**src/rtl/alu_result_fifo.sv**
```systemverilog
// alu_result_fifo: registered capture FIFO behind the 2-bit ALU result selector.
// Stores result, op and derived zero/msb flags; valid/ready on both sides.
module alu_result_fifo #(
   parameter int WIDTH = 2,
   parameter int SEL_W = 2,
   parameter int DEPTH = 4
) (
   input  logic                       clk,
   input  logic                       rst_n,
   input  logic                       in_valid,
   input  logic [WIDTH-1:0]           in_result,
   input  logic [SEL_W-1:0]           in_op,
   output logic                       in_ready,
   output logic                       out_valid,
   input  logic                       out_ready,
   output logic [WIDTH-1:0]           out_result,
   output logic [SEL_W-1:0]           out_op,
   output logic                       out_zero,
   output logic                       out_msb,
   output logic [$clog2(DEPTH+1)-1:0] level,
   output logic                       overflow
);

   localparam int AW = $clog2(DEPTH);
   localparam int LW = $clog2(DEPTH+1);

   typedef struct packed {
      logic [WIDTH-1:0] result;
      logic [SEL_W-1:0] op;
      logic             zero;
      logic             msb;
   } entry_t;

   entry_t        mem [DEPTH];
   entry_t        wdat;
   entry_t        head;
   logic [AW-1:0] wr_ptr;
   logic [AW-1:0] rd_ptr;
   logic          full;
   logic          empty;
   logic          push;
   logic          pop;

   assign full      = (level == LW'(DEPTH));
   assign empty     = (level == '0);
   assign in_ready  = ~full;
   assign out_valid = ~empty;
   assign push      = in_valid & ~full;
   assign pop       = ~empty & out_ready;

   always_comb begin
      wdat        = '0;
      wdat.result = in_result;
      wdat.op     = in_op;
      wdat.zero   = ~|in_result;
      wdat.msb    = in_result[WIDTH-1];
   end

   // Storage is never reset; empty-state outputs are masked below.
   always_ff @(posedge clk) begin
      if (push) begin
         mem[wr_ptr] <= wdat;
      end
   end

   always_ff @(posedge clk or negedge rst_n) begin
      if (!rst_n) begin
         wr_ptr   <= '0;
         rd_ptr   <= '0;
         level    <= '0;
         overflow <= 1'b0;
      end else begin
         if (push) begin
            wr_ptr <= wr_ptr + AW'(1);
         end
         if (pop) begin
            rd_ptr <= rd_ptr + AW'(1);
         end
         unique case ({push, pop})
            2'b10:   level <= level + LW'(1);
            2'b01:   level <= level - LW'(1);
            default: level <= level;
         endcase
         if (in_valid & full) begin
            overflow <= 1'b1;
         end
      end
   end

   assign head = mem[rd_ptr];

   always_comb begin
      out_result = '0;
      out_op     = '0;
      out_zero   = 1'b1;
      out_msb    = 1'b0;
      if (!empty) begin
         out_result = head.result;
         out_op     = head.op;
         out_zero   = head.zero;
         out_msb    = head.msb;
      end
   end

endmodule

```
**config.mk**
```make
export PLATFORM = sky130hd
export DESIGN_NAME = alu_result_fifo
export DESIGN_NICKNAME = d
export VERILOG_FILES = /design/src/rtl/alu_result_fifo.sv
export SDC_FILE = /design/constraint.sdc
export NUM_CORES = 1
export LEC_CHECK = 0
export BUFFER_PORTS_ARGS = -buffer_cell sky130_fd_sc_hd__buf_2
export CORE_UTILIZATION = 49
export DETAILED_ROUTE_END_ITERATION = 16
export PLACE_DENSITY = 0.74
export REMOVE_ABC_BUFFERS = 1
export SYNTH_ARGS = -nofsm -noshare
export SYNTH_HDL_FRONTEND = slang
export SYNTH_SLANG_ARGS = --single-unit
```
**constraint.sdc**
```tcl
create_clock -name clk -period 1.8 [get_ports clk]
set_input_delay 0.18 -clock clk [delete_from_list [all_inputs] [get_ports clk]]
set_output_delay 0.18 -clock clk [all_outputs]
set_load 0.02 [all_outputs]
```
==> summary.md, run 1 <==
| Metric | Value |
|---|---|
| Status | complete, but fails checks |
| Violated checks | setup timing |
| H-Tree Depth | 1 |
| Worst Hold Launch | in_op[0] |
| Worst EP required | 1.62 ns |
| Worst r2r dst | level[2] |
| Crit path launch type | flop |
| Global Route met3 Usage | about 3.5% |
| RR Startpoint | level[0] |
| Actual slew at the worst max-slew pin | between 0.3 and 0.4 ns |
| FF+latch count, synth | 28 |
| Post-DP HPWL | roughly 1.4 mm |
| Avg WL per Cell | roughly 16 microns |
| Complex-gate fraction of the synthesized area | about 1% |
| Arr. time, crit path | around 1.8 ns |
| Synth top area share | roughly half |
| Final-report hold violation count | 0 |
| CTS Buffer Depth | 2 |
| Hold/Removal Path Class | in -> reg |
| Slowest-stage cell, CP | mux4_2 |
| Critical path class | reg -> out |
| Placed cell count | roughly 130 |
| Synth top area cells | edfxtp_1 48%, dfrtp_1 16%, mux4_1 6.4% |
| First-pass GRT wire length | 3.105 mm |
| Syn Std Cell Area | 1241 sq um |
| Worst path max stage delay | approximately 0.54 ns |
| Most common cell after layout, fill and taps aside | edfxtp_1 |
| Max FO, Critical Path | 7 |
| Simple-gate area share of the yosys netlist | under 10% |
| RSZ-0062 raised after global routing | yes |
| Final instance area | about 1600 sq um |
| Initial antenna violation count | 0 |
| # Max-Cap Violations | 0 |
| CTS Sinks | 28 |
| Die X | about 52 microns |
| Crit-path leading delay family | multiplexers |
| Post-layout min period | 1.953 ns |
| # IOs | 20 |
| Worst Path Buf+Inv | 1 |
| Gr busiest metal | met2 |
| Xor/xnor share of the synthesized area | between 4 and 5% |
| Placer Congestion | 0.6965 |
| # setup viols final | 8 |
| Gr ovfl total | 0 |
| Clk Latency, worst-skew pair | approximately 0.33 ns |
| Met1 usage | 18.92% |
| Final Util | ~69% |
| Final Cycle Share | 108.5% |
| Pre-antenna DRT Iters | 4 |
| Final ANT Viol Nets | 0 |
| TritonCTS Buffers | 3 |
| Core ar. | about 2300 sq um |
| Pleak | around 0.65 nW |
| Setup_tns | -0.7682 ns |
| Critical path depth | 3 |
| CTS clk-pin slew, worst paths | between 0.1 and 0.15 ns |
| Post-Synth Adder-Cell Area | 6.653% |
| Element type at the critical path end | primary output |
| Via density | between 5 and 6 |
| R2R Setup Slk | -0.10 ns |
| P&R area growth vs syn | 28.02% |
| Final #Nets | roughly 120 |
| Total die area | around 2700 sq um |
| Syn Inst Count | 76 |
| Share of cells above drive strength 1 | 52.29% |
| CP Cell Sequence | mux4_2, or2_1, buf_6 |
| Std cell rows | 17 |
| Part of the Yosys area used for sequential elements | 64.52% |
| Peak supply drop | 1.205 mV |
| Routed via count | roughly 720 |
| Drt first-iter violations | 21 |
| Total global-route track usage | 16.86% |
| Syn avg cell area | between 15 and 20 sq um |
| Worst Hold Path EP | mem[0][2] |
| Fillers | ~160 |
| Slew Limit Fails | 0 |
| Layout Skew | about 0.0044 ns |
| WHS | about 0.06 ns |
| DRC | 0 |
| Hold depth | 1 |
| Area after DPL | about 1400 sq um |
| Largest family of logic cells by synthesized area | multiplexers |
| Final wirelength | between 2 and 2.5 mm |
| Power density cells | about 1900 nW/um^2 |
| Slew headroom | 77.85% |
| Starting density of the core | 54.03% |
| Largest net degree at the start of global routing | 17 |
| Root Buffer | clkbuf_4 |
| Met2 Usage GRT | between 20 and 30% |
| Post-synth cell types | 23 |
| Die Ht | between 50 and 60 microns |
| Overall Power | slightly below 3 mW |
| Post-synth top area cell | edfxtp_1 |
| Finished Layout Cells | 137 |
| Vias in the first global route | just under 700 |
| CTS tree | built |
| Setup Slack @ Placement | -0.1110 ns |
| I/O Buffers | 19 |
| Highest-count cells in the layout ignoring fill and taps | 20 x edfxtp_1, 13 x buf_2, 9 x buf_6, 9 x buf_4, 6 x inv_1 |
| Post-synthesis mux area share | between 10% and 20% |
| Post-route setup slack | -0.1535 ns |
| Fmax | about 510 MHz |
| Synth Warn # | 0 |
| ANT cells | 0 |
| R2R depth | 9 |
## area by class of cell
type                    count  area (sq um)  share of cell area [%]
clock buffers               3         22.52                   1.417
clock inverters             1         30.03                   1.890
inverters                   8         30.03                   1.890
multi-input cells          37         421.7                   26.54
flip-flops and latches     28         805.8                   50.71
well taps                  28         35.03                   2.205
repair buffers             32         244.0                   15.35
## worst max path at each step
stage / startpoint / end / slack [ns]
after floorplan: level[0] / level[2] / -0.27
after global placement: level[0] / level[2] / -0.06
after detailed placement: level[0] / level[2] / -0.11
after CTS: rd_ptr[0] / out_zero / -0.14
after global routing: rd_ptr[0] / out_zero / -0.23
final: rd_ptr[0] / out_zero / -0.15
## where the power goes
| part | switching (mW) | internal [mW] | leakage (nW) |
|---|---|---|---|
| logic | 0.664 | 0.813 | 0.346 |
| registers | 0.182 | 0.891 | 0.271 |
| clock network | 0.179 | 0.225 | 0.0279 |
| total | 1.02 | 1.93 | 0.645 |
## logic make-up after synthesis
logic type      Yosys count
compound gates            2
fa+ha+maj                 6
buf+inv                  11
xor+xnor                  6
mux                       6
simple gates             17
flops                    28
## cell usage after synthesis
library cell	instances
or2_1	1
nand2_1	1
xnor2_1	3
mux4_1	3
buf_6	1
ha_1	5
nor2_1	2
nand3_1	1
inv_1	8
nor3_1	1
xor2_1	3
edfxtp_1	20
and2_1	9
nor2b_2	1
dfrtp_1	8
fa_1	1
o21ai_0	1
nor3b_2	1
buf_4	1
mux4_2	2
a21o_1	1
clkbuf_1	1
mux2_2	1
## state kept, by name (all words and copies together), names as in the netlist
signal / count
mem: 20
wr_ptr: 2
rd_ptr: 2
overflow: 1
level: 3
## routing by layer
layer,vias up,part of all wire (%)
met1,369,40
met5,-,0
met2,18,54
li1,331,-
met3,6,3.3
met4,0,2.0
## repair_timing
action	4_1_cts	5_1_grt
gates resized for setup	14	22
setup buffers	2	4
hold buffers	1	0
pin swaps	5	9
endpoints found under the hold margin	8	0
setup endpoints to repair	8	8
Power figures use the tool's default switching activity.
==> run 2: changes to the inputs <==
--- a/config.mk
+++ b/config.mk
@@ -6,10 +6,10 @@
 export NUM_CORES = 1
 export LEC_CHECK = 0
 export BUFFER_PORTS_ARGS = -buffer_cell sky130_fd_sc_hd__buf_2
+export CAP_MARGIN = 10
 export CORE_UTILIZATION = 49
 export DETAILED_ROUTE_END_ITERATION = 16
 export PLACE_DENSITY = 0.74
-export REMOVE_ABC_BUFFERS = 1
 export SYNTH_ARGS = -nofsm -noshare
 export SYNTH_HDL_FRONTEND = slang
 export SYNTH_SLANG_ARGS = --single-unit
==> run 2 against run 1 <==
Effect of this change:
- the flow still finishes with violations (setup timing)
- critical endpoint is now out_op[1]
- setup slack better by 0.066 ns
- utilization down 0.27 points
- hold slack improved by 0.00077 ns
- power is 2.3% lower
- die area stayed put
- combinational power up 6%
- critical path depth grew 1
- global-route usage fell by 0.11 points
==> summary.md, run 2 (synthesis gave the netlist of run 1 again) <==
| Metric | Value |
|---|---|
| RSZ-0062 raised after global routing | yes (unchanged) |
| Post-DP HPWL | 1.387 mm (was 1.448 mm) |
| Met1 usage | 20.16% (was 18.92%) |
| Max FO, Critical Path | 5 (was 7) |
| Post-route setup slack | -0.08721 ns (was -0.1535 ns) |
| Element type at the critical path end | primary output (unchanged) |
| Routed via count | 700 (was 724) |
| Placed cell count | 126 (unchanged) |
| I/O Buffers | 19 (unchanged) |
| Worst Hold Launch | in_valid (was in_op[0]) |
| Drt first-iter violations | 15 (was 21) |
| Starting density of the core | 54.03% (unchanged) |
| Power density cells | 1824 nW/um^2 (was 1859 nW/um^2) |
| # setup viols final | 8 (unchanged) |
| Worst path max stage delay | 0.49 ns (was 0.54 ns) |
| Clk pwr share | 8.8% (was 13.7%) |
| Clk Latency, worst-skew pair | 0.32 ns (was 0.33 ns) |
| Worst EP required | 1.62 ns (about the same) |
| Largest register FFs | 20 (unchanged) |
| Fmax | 529.9 MHz (was 511.9 MHz) |
| # IOs | 20 (unchanged) |
| Crit path launch type | flop (unchanged) |
| ANT cells | 0 (unchanged) |
| Final wirelength | 2.214 mm (was 2.172 mm) |
| Highest-count cells in the layout ignoring fill and taps | 20 x edfxtp_1, 13 x buf_2, 10 x buf_4 (was 20 x edfxtp_1, 13 x buf_2, 9 x buf_6, 9 x buf_4, 6 x inv_1) |
| Peak supply drop | 1.198 mV (was 1.205 mV) |
| Placer Congestion | 0.6989 (was 0.6965) |
| Most flops, register | mem (unchanged) |
| Violated checks | setup timing (unchanged) |
| Root Buffer | clkbuf_4 (unchanged) |
| Via density | 5.072 (was 5.285) |
| Gr ovfl total | 0 (unchanged) |
| R2R Setup Slk | -0.07 ns (was -0.10 ns) |
| Sw Share | 36.28% (was 34.69%) |
| CP Launch Point | rd_ptr[0] (unchanged) |
| Largest net degree at the start of global routing | 16 (was 17) |
| CTS tree | built (unchanged) |
| Top Registers | mem (20), level (3) (unchanged) |
| Final-report hold violation count | 0 (unchanged) |
| Arr. time, crit path | 1.71 ns (was 1.77 ns) |
| Overall Power | 2.887 mW (was 2.954 mW) |
| Most common cell after layout, fill and taps aside | edfxtp_1 (unchanged) |
| Layout Skew | 0.003836 ns (was 0.004428 ns) |
| Std cell rows | 17 (unchanged) |
| Hold/Removal Path Class | in -> reg (unchanged) |
| CTS clk-pin slew, worst paths | 0.14 ns (about the same) |
| CTS Buffer Depth | 2 (unchanged) |
| H-Tree Depth | 1 (unchanged) |
| Total die area | 2738 sq um (unchanged) |
| Final Cycle Share | 104.8% (was 108.5%) |
| Pint | 1.839 mW (was 1.929 mW) |
| Avg WL per Cell | 16.04 microns (was 15.85 microns) |
| # Max-Cap Violations | 0 (unchanged) |
| Global Route met3 Usage | 3.478% (unchanged) |
| Pre-antenna DRT Iters | 4 (unchanged) |
| DRC | 0 (unchanged) |
| CTS Sinks | 28 (unchanged) |
| First-pass GRT wire length | 3.056 mm (was 3.105 mm) |
| Slew headroom | 79.97% (was 77.85%) |
| Finished Layout Cells | 138 (was 137) |
| Total global-route track usage | 16.75% (was 16.86%) |
| Post-layout min period | 1.887 ns (was 1.953 ns) |
| Die X | 52.33 microns (unchanged) |
| Final ANT Viol Nets | 0 (unchanged) |
| Combinational Power Share | 54.2% (was 50.0%) |
| Sequential power share | 36.9% (was 36.3%) |
| TritonCTS Buffers | 3 (unchanged) |
| Core ar. | 2297 sq um (unchanged) |
| Initial antenna violation count | 0 (unchanged) |
| Pleak | 0.6401 nW (was 0.6451 nW) |
| P&R area growth vs syn | 27.52% (was 28.02%) |
| WHS | 0.05957 ns (was 0.05880 ns) |
| Slew Limit Fails | 0 (unchanged) |
| Met2 Usage GRT | 27.85% (was 29.54%) |
| Synth Net Count | 90 |
| Status | complete, but fails checks (unchanged) |
| Vias in the first global route | 676 (was 685) |
| Slowest-stage cell, CP | dfrtp_2 (was mux4_2) |
| Gr busiest metal | met2 (unchanged) |
| Share of cells above drive strength 1 | 53.64% (was 52.29%) |
| Final #Nets | 125 (was 124) |
| CP Cell Sequence | buf_12, mux4_2, and2_4, buf_6 (was mux4_2, or2_1, buf_6) |
| Actual slew at the worst max-slew pin | 0.3005 ns (was 0.3322 ns) |
| RR Startpoint | level[1] (was level[0]) |
| Switching pwr | 1.047 mW (was 1.025 mW) |
| Die Ht | 52.33 microns (unchanged) |
| Critical path class | reg -> out (unchanged) |
run 2: critical path: cells and delay by family, from the launching register on:
family | cells | cell delay, ns
flip-flops | 1 | 0.49
multiplexers | 1 | 0.48
buffers and inverters | 2 | 0.25
AND/OR/NAND/NOR | 1 | 0.17
run 2: timing repair:
action | in CTS | in global routing
endpoints found under the setup margin | 7 | 8
buffers inserted | 3 | 4
resized for setup | 12 | 18
hold buffers | 1 | 0
pin swaps | 4 | 5
hold endpoints to repair | 8 | 0
run 2: final cells by class:
| type | instances | area (sq um) |
|---|---|---|
| Sequential cell | 28 | 805.8 |
| Fill cell | 160 | 714.4 |
| Multi-Input combinational cell | 37 | 425.4 |
| Timing Repair Buffer | 33 | 260.3 |
| Tap cell | 28 | 35.03 |
| Inverter | 8 | 30.03 |
| Clock buffer | 3 | 22.52 |
| Clock inverter | 1 | 3.754 |
run 2: layer usage:
layer,vias to the layer above,wire [microns],share of wire [%]
li1,334,-,-
met1,346,1000,45
met3,4,64,2.9
met4,0,41,1.9
met5,-,0,0
met2,16,1108,50
run 2: power groups by stage:
stage	clock network, mW	registers (mW)	logic [mW]
after CTS	0.261	1.05	1.26
after global placement	0	1.04	1.05
final	0.255	1.07	1.57
after floorplan	0	1.03	0.785
after global routing	0.284	1.09	1.70
after detailed placement	0	1.06	1.07
run 2: through the flow:
step | util [%] | cell area (sq um) | setup TNS (ns) | worst slack [ns]
final | 68.90 | 1583 | -0.3953 | -0.08721
after global routing | 68.90 | 1583 | -0.9040 | -0.1615
after CTS | 65.03 | 1494 | -0.5148 | -0.1071
after floorplan | - | 1255 | -0.1621 | -0.08993
after global placement | 61.27 | 1408 | -0.08401 | -0.08401
after detailed placement | 61.27 | 1408 | -0.1009 | -0.1009
run 2: final timing paths:
path,to,cells after the start
worst max-delay path,out_op[1],4
worst min-delay path,overflow,2
worst max register to register,level[2],10
worst min register to register,overflow,1
max in group asynchronous,level[0],2
min in group asynchronous,rd_ptr[1],2
==> run 3: changes to the inputs <==
--- a/config.mk
+++ b/config.mk
@@ -9,7 +9,8 @@
 export CAP_MARGIN = 10
 export CORE_UTILIZATION = 49
 export DETAILED_ROUTE_END_ITERATION = 16
-export PLACE_DENSITY = 0.74
+export PLACE_DENSITY = 0.75
+export SETUP_SLACK_MARGIN = 0.05
 export SYNTH_ARGS = -nofsm -noshare
 export SYNTH_HDL_FRONTEND = slang
 export SYNTH_SLANG_ARGS = --single-unit
==> run 3 against run 2 <==
Effect of this change:
- the flow still finishes with violations (setup timing)
- utilization increased by 0.54 points
- final area rose by 0.79%
- clock skew decreased by 0.0012 ns
- clock power grew 59%
- via count decreased by 0.14%
- fmax shrank 2.0%
- highest routed layer unchanged
- sequential cell count is the same
- register-to-register slack worse by 0.02 ns
- critical endpoint is now out_zero
- combinational power down 4%
==> summary.md, run 3 (synthesis gave the netlist of run 1 again) <==
| Metric | Value |
|---|---|
| Status | complete, but fails checks (unchanged) |
| Violated checks | setup timing (unchanged) |
| Worst EP required | 1.62 ns (about the same) |
| P&R area growth vs syn | 28.53% (was 27.52%) |
| Top Registers | mem (20), level (3) (unchanged) |
| # setup viols final | 8 (unchanged) |
| Post-DP HPWL | 1.484 mm (was 1.387 mm) |
| R2R depth | 10 (unchanged) |
| CTS clk-pin slew, worst paths | 0.15 ns (was 0.14 ns) |
| Most common cell after layout, fill and taps aside | edfxtp_1 (unchanged) |
| Sw Share | 35.12% (was 36.28%) |
| Largest register FFs | 20 (unchanged) |
| Die Ht | 52.33 microns (unchanged) |
| Sequential power share | 36.0% (was 36.9%) |
| Area after DPL | 1398 sq um (was 1408 sq um) |
| Hold depth | 1 (was 2) |
| Max FO, Critical Path | 7 (was 5) |
| H-Tree Depth | 1 (unchanged) |
| Pleak | 0.6456 nW (was 0.6401 nW) |
| # Max-Cap Violations | 0 (unchanged) |
| Layout Skew | 0.002677 ns (was 0.003836 ns) |
| Routed via count | 699 (was 700) |
| Placer Congestion | 0.6864 (was 0.6989) |
| Pint | 1.941 mW (was 1.839 mW) |
| Most flops, register | mem (unchanged) |
| CP Cell Sequence | mux4_2, or2_1, buf_6 (was buf_12, mux4_2, and2_4, buf_6) |
| Clk Latency, worst-skew pair | 0.32 ns (about the same) |
| Gr ovfl total | 0 (unchanged) |
| Highest-count cells in the layout ignoring fill and taps | 20 x edfxtp_1, 13 x buf_2, 10 x buf_4 (unchanged) |
| Drt first-iter violations | 25 (was 15) |
| # IOs | 20 (unchanged) |
| Final instance area | 1595 sq um (was 1583 sq um) |
| Total global-route track usage | 17.32% (was 16.75%) |
| Share of cells above drive strength 1 | 54.13% (was 53.64%) |
| Power density cells | 1876 nW/um^2 (was 1824 nW/um^2) |
| Slew headroom | 78.88% (was 79.97%) |
| Via density | 5.102 (was 5.072) |
| Crit path launch type | flop (unchanged) |
| CTS Buffer Depth | 2 (unchanged) |
| TritonCTS Buffers | 3 (unchanged) |
| Final Cycle Share | 106.9% (was 104.8%) |
| RSZ-0062 raised after global routing | yes (unchanged) |
| Avg WL per Cell | 15.70 microns (was 16.04 microns) |
| ANT cells | 0 (unchanged) |
| Vias in the first global route | 675 (was 676) |
| CTS tree | built (unchanged) |
| Pre-antenna DRT Iters | 6 (was 4) |
| Post-route setup slack | -0.1251 ns (was -0.08721 ns) |
| Fmax | 519.5 MHz (was 529.9 MHz) |
| Final Util | 69.44% (was 68.90%) |
| Element type at the critical path end | primary output (unchanged) |
| Largest net degree at the start of global routing | 17 (was 16) |
| Peak supply drop | 1.224 mV (was 1.198 mV) |
| Hold/Removal Path Class | in -> reg (unchanged) |
| Combinational Power Share | 50.4% (was 54.2%) |
| Post-layout min period | 1.925 ns (was 1.887 ns) |
| Core ar. | 2297 sq um (unchanged) |
| Final-report hold violation count | 0 (unchanged) |
| Slew Limit Fails | 0 (unchanged) |
| First-pass GRT wire length | 3.215 mm (was 3.056 mm) |
| Arr. time, crit path | 1.75 ns (was 1.71 ns) |
| Final ANT Viol Nets | 0 (unchanged) |
| Final #Nets | 124 (was 125) |
| Worst path max stage delay | 0.53 ns (was 0.49 ns) |
| Setup_tns | -0.5986 ns (was -0.3953 ns) |
| Final wirelength | 2.151 mm (was 2.214 mm) |
| CTS Sinks | 28 (unchanged) |
| Root Buffer | clkbuf_4 (unchanged) |
| DRC | 0 (unchanged) |
| Starting density of the core | 54.03% (unchanged) |
| Total die area | 2738 sq um (unchanged) |
| Slowest-stage cell, CP | dfrtp_2 (unchanged) |
| I/O Buffers | 19 (unchanged) |
| Std cell rows | 17 (unchanged) |
| Switching pwr | 1.051 mW (was 1.047 mW) |
| Initial antenna violation count | 0 (unchanged) |
| Die X | 52.33 microns (unchanged) |
| Synth Net Count | 90 (unchanged) |
| Actual slew at the worst max-slew pin | 0.3169 ns (was 0.3005 ns) |
| Clk pwr share | 13.6% (was 8.8%) |
| Critical path class | reg -> out (unchanged) |
==> run 3: changes by cell type in the layout (fill, tap and decap cells not counted), sizes merged <==
cell and change:
bufinv +1, clkinv -1, buf -1
==> run 3: worst paths after layout <==
path	from	endpoint	slack (ns)
worst max-delay path	rd_ptr[0]	out_zero	-0.13
min in group asynchronous	rst_n	level[0]	0.22
worst min register to register	overflow	overflow	0.47
worst min-delay path	in_op[0]	mem[0][2]	0.06
max in group asynchronous	rst_n	level[1]	1.40
worst max register to register	level[1]	level[2]	-0.09
==> run 3: timing repair <==
item | CTS | global route
gates resized for setup | 13 | 12
buffers inserted | 5 | 4
endpoints found under the hold margin | 8 | 0
hold buffers | 1 | 0
setup endpoints to repair | 8 | 8
pin swaps | 5 | 9
==> run 3: power by group through the flow <==
stage | Combinational, mW | Clock (mW) | Sequential (mW)
final | 1.51 | 0.405 | 1.08
after detailed placement | 1.08 | 0 | 1.08
after floorplan | 0.813 | 0 | 1.03
after global routing | 1.62 | 0.433 | 1.10
after CTS | 1.30 | 0.417 | 1.06
after global placement | 1.05 | 0 | 1.06
==> run 3: per-layer routing <==
| layer | vias to the layer above | track usage (%) | part of all wire (%) |
|---|---|---|---|
| li1 | 330 | - | - |
| met1 | 353 | 22.48 | 45 |
| met2 | 14 | 28.48 | 51 |
| met3 | 2 | 3.478 | 3.0 |
| met4 | 0 | 6.579 | 0.74 |
| met5 | - | 0 | 0 |
==> run 3: cell type report <==
| type | instances | area [sq um] |
|---|---|---|
| inverters | 8 | 30.03 |
| fillers | 152 | 701.9 |
| well taps | 28 | 35.03 |
| repair buffers | 32 | 249.0 |
| clock buffers | 3 | 22.52 |
| multi-input cells | 37 | 422.9 |
| flip-flops and latches | 28 | 805.8 |
| clock inverters | 1 | 30.03 |
==> run 3: critical path, delay by kind of cell (launching register included) <==
family | cells | cell delay (ns)
flops | 1 | 0.53
buf+inv | 1 | 0.13
mux | 1 | 0.52
simple gates | 1 | 0.23
==> run 3: through the flow <==
stage	total power [mW]	worst slack, ns	hold slack (ns)	cells
floorplan	1.846	-0.06496	-0.1156	76
global placement	2.103	0.04437	0.03117	123
detailed placement	2.161	-0.02131	0.03544	123
CTS	2.775	-0.1449	0.04555	133
global route	3.152	-0.1939	0.04168	137
finish	2.992	-0.1251	0.06371	137
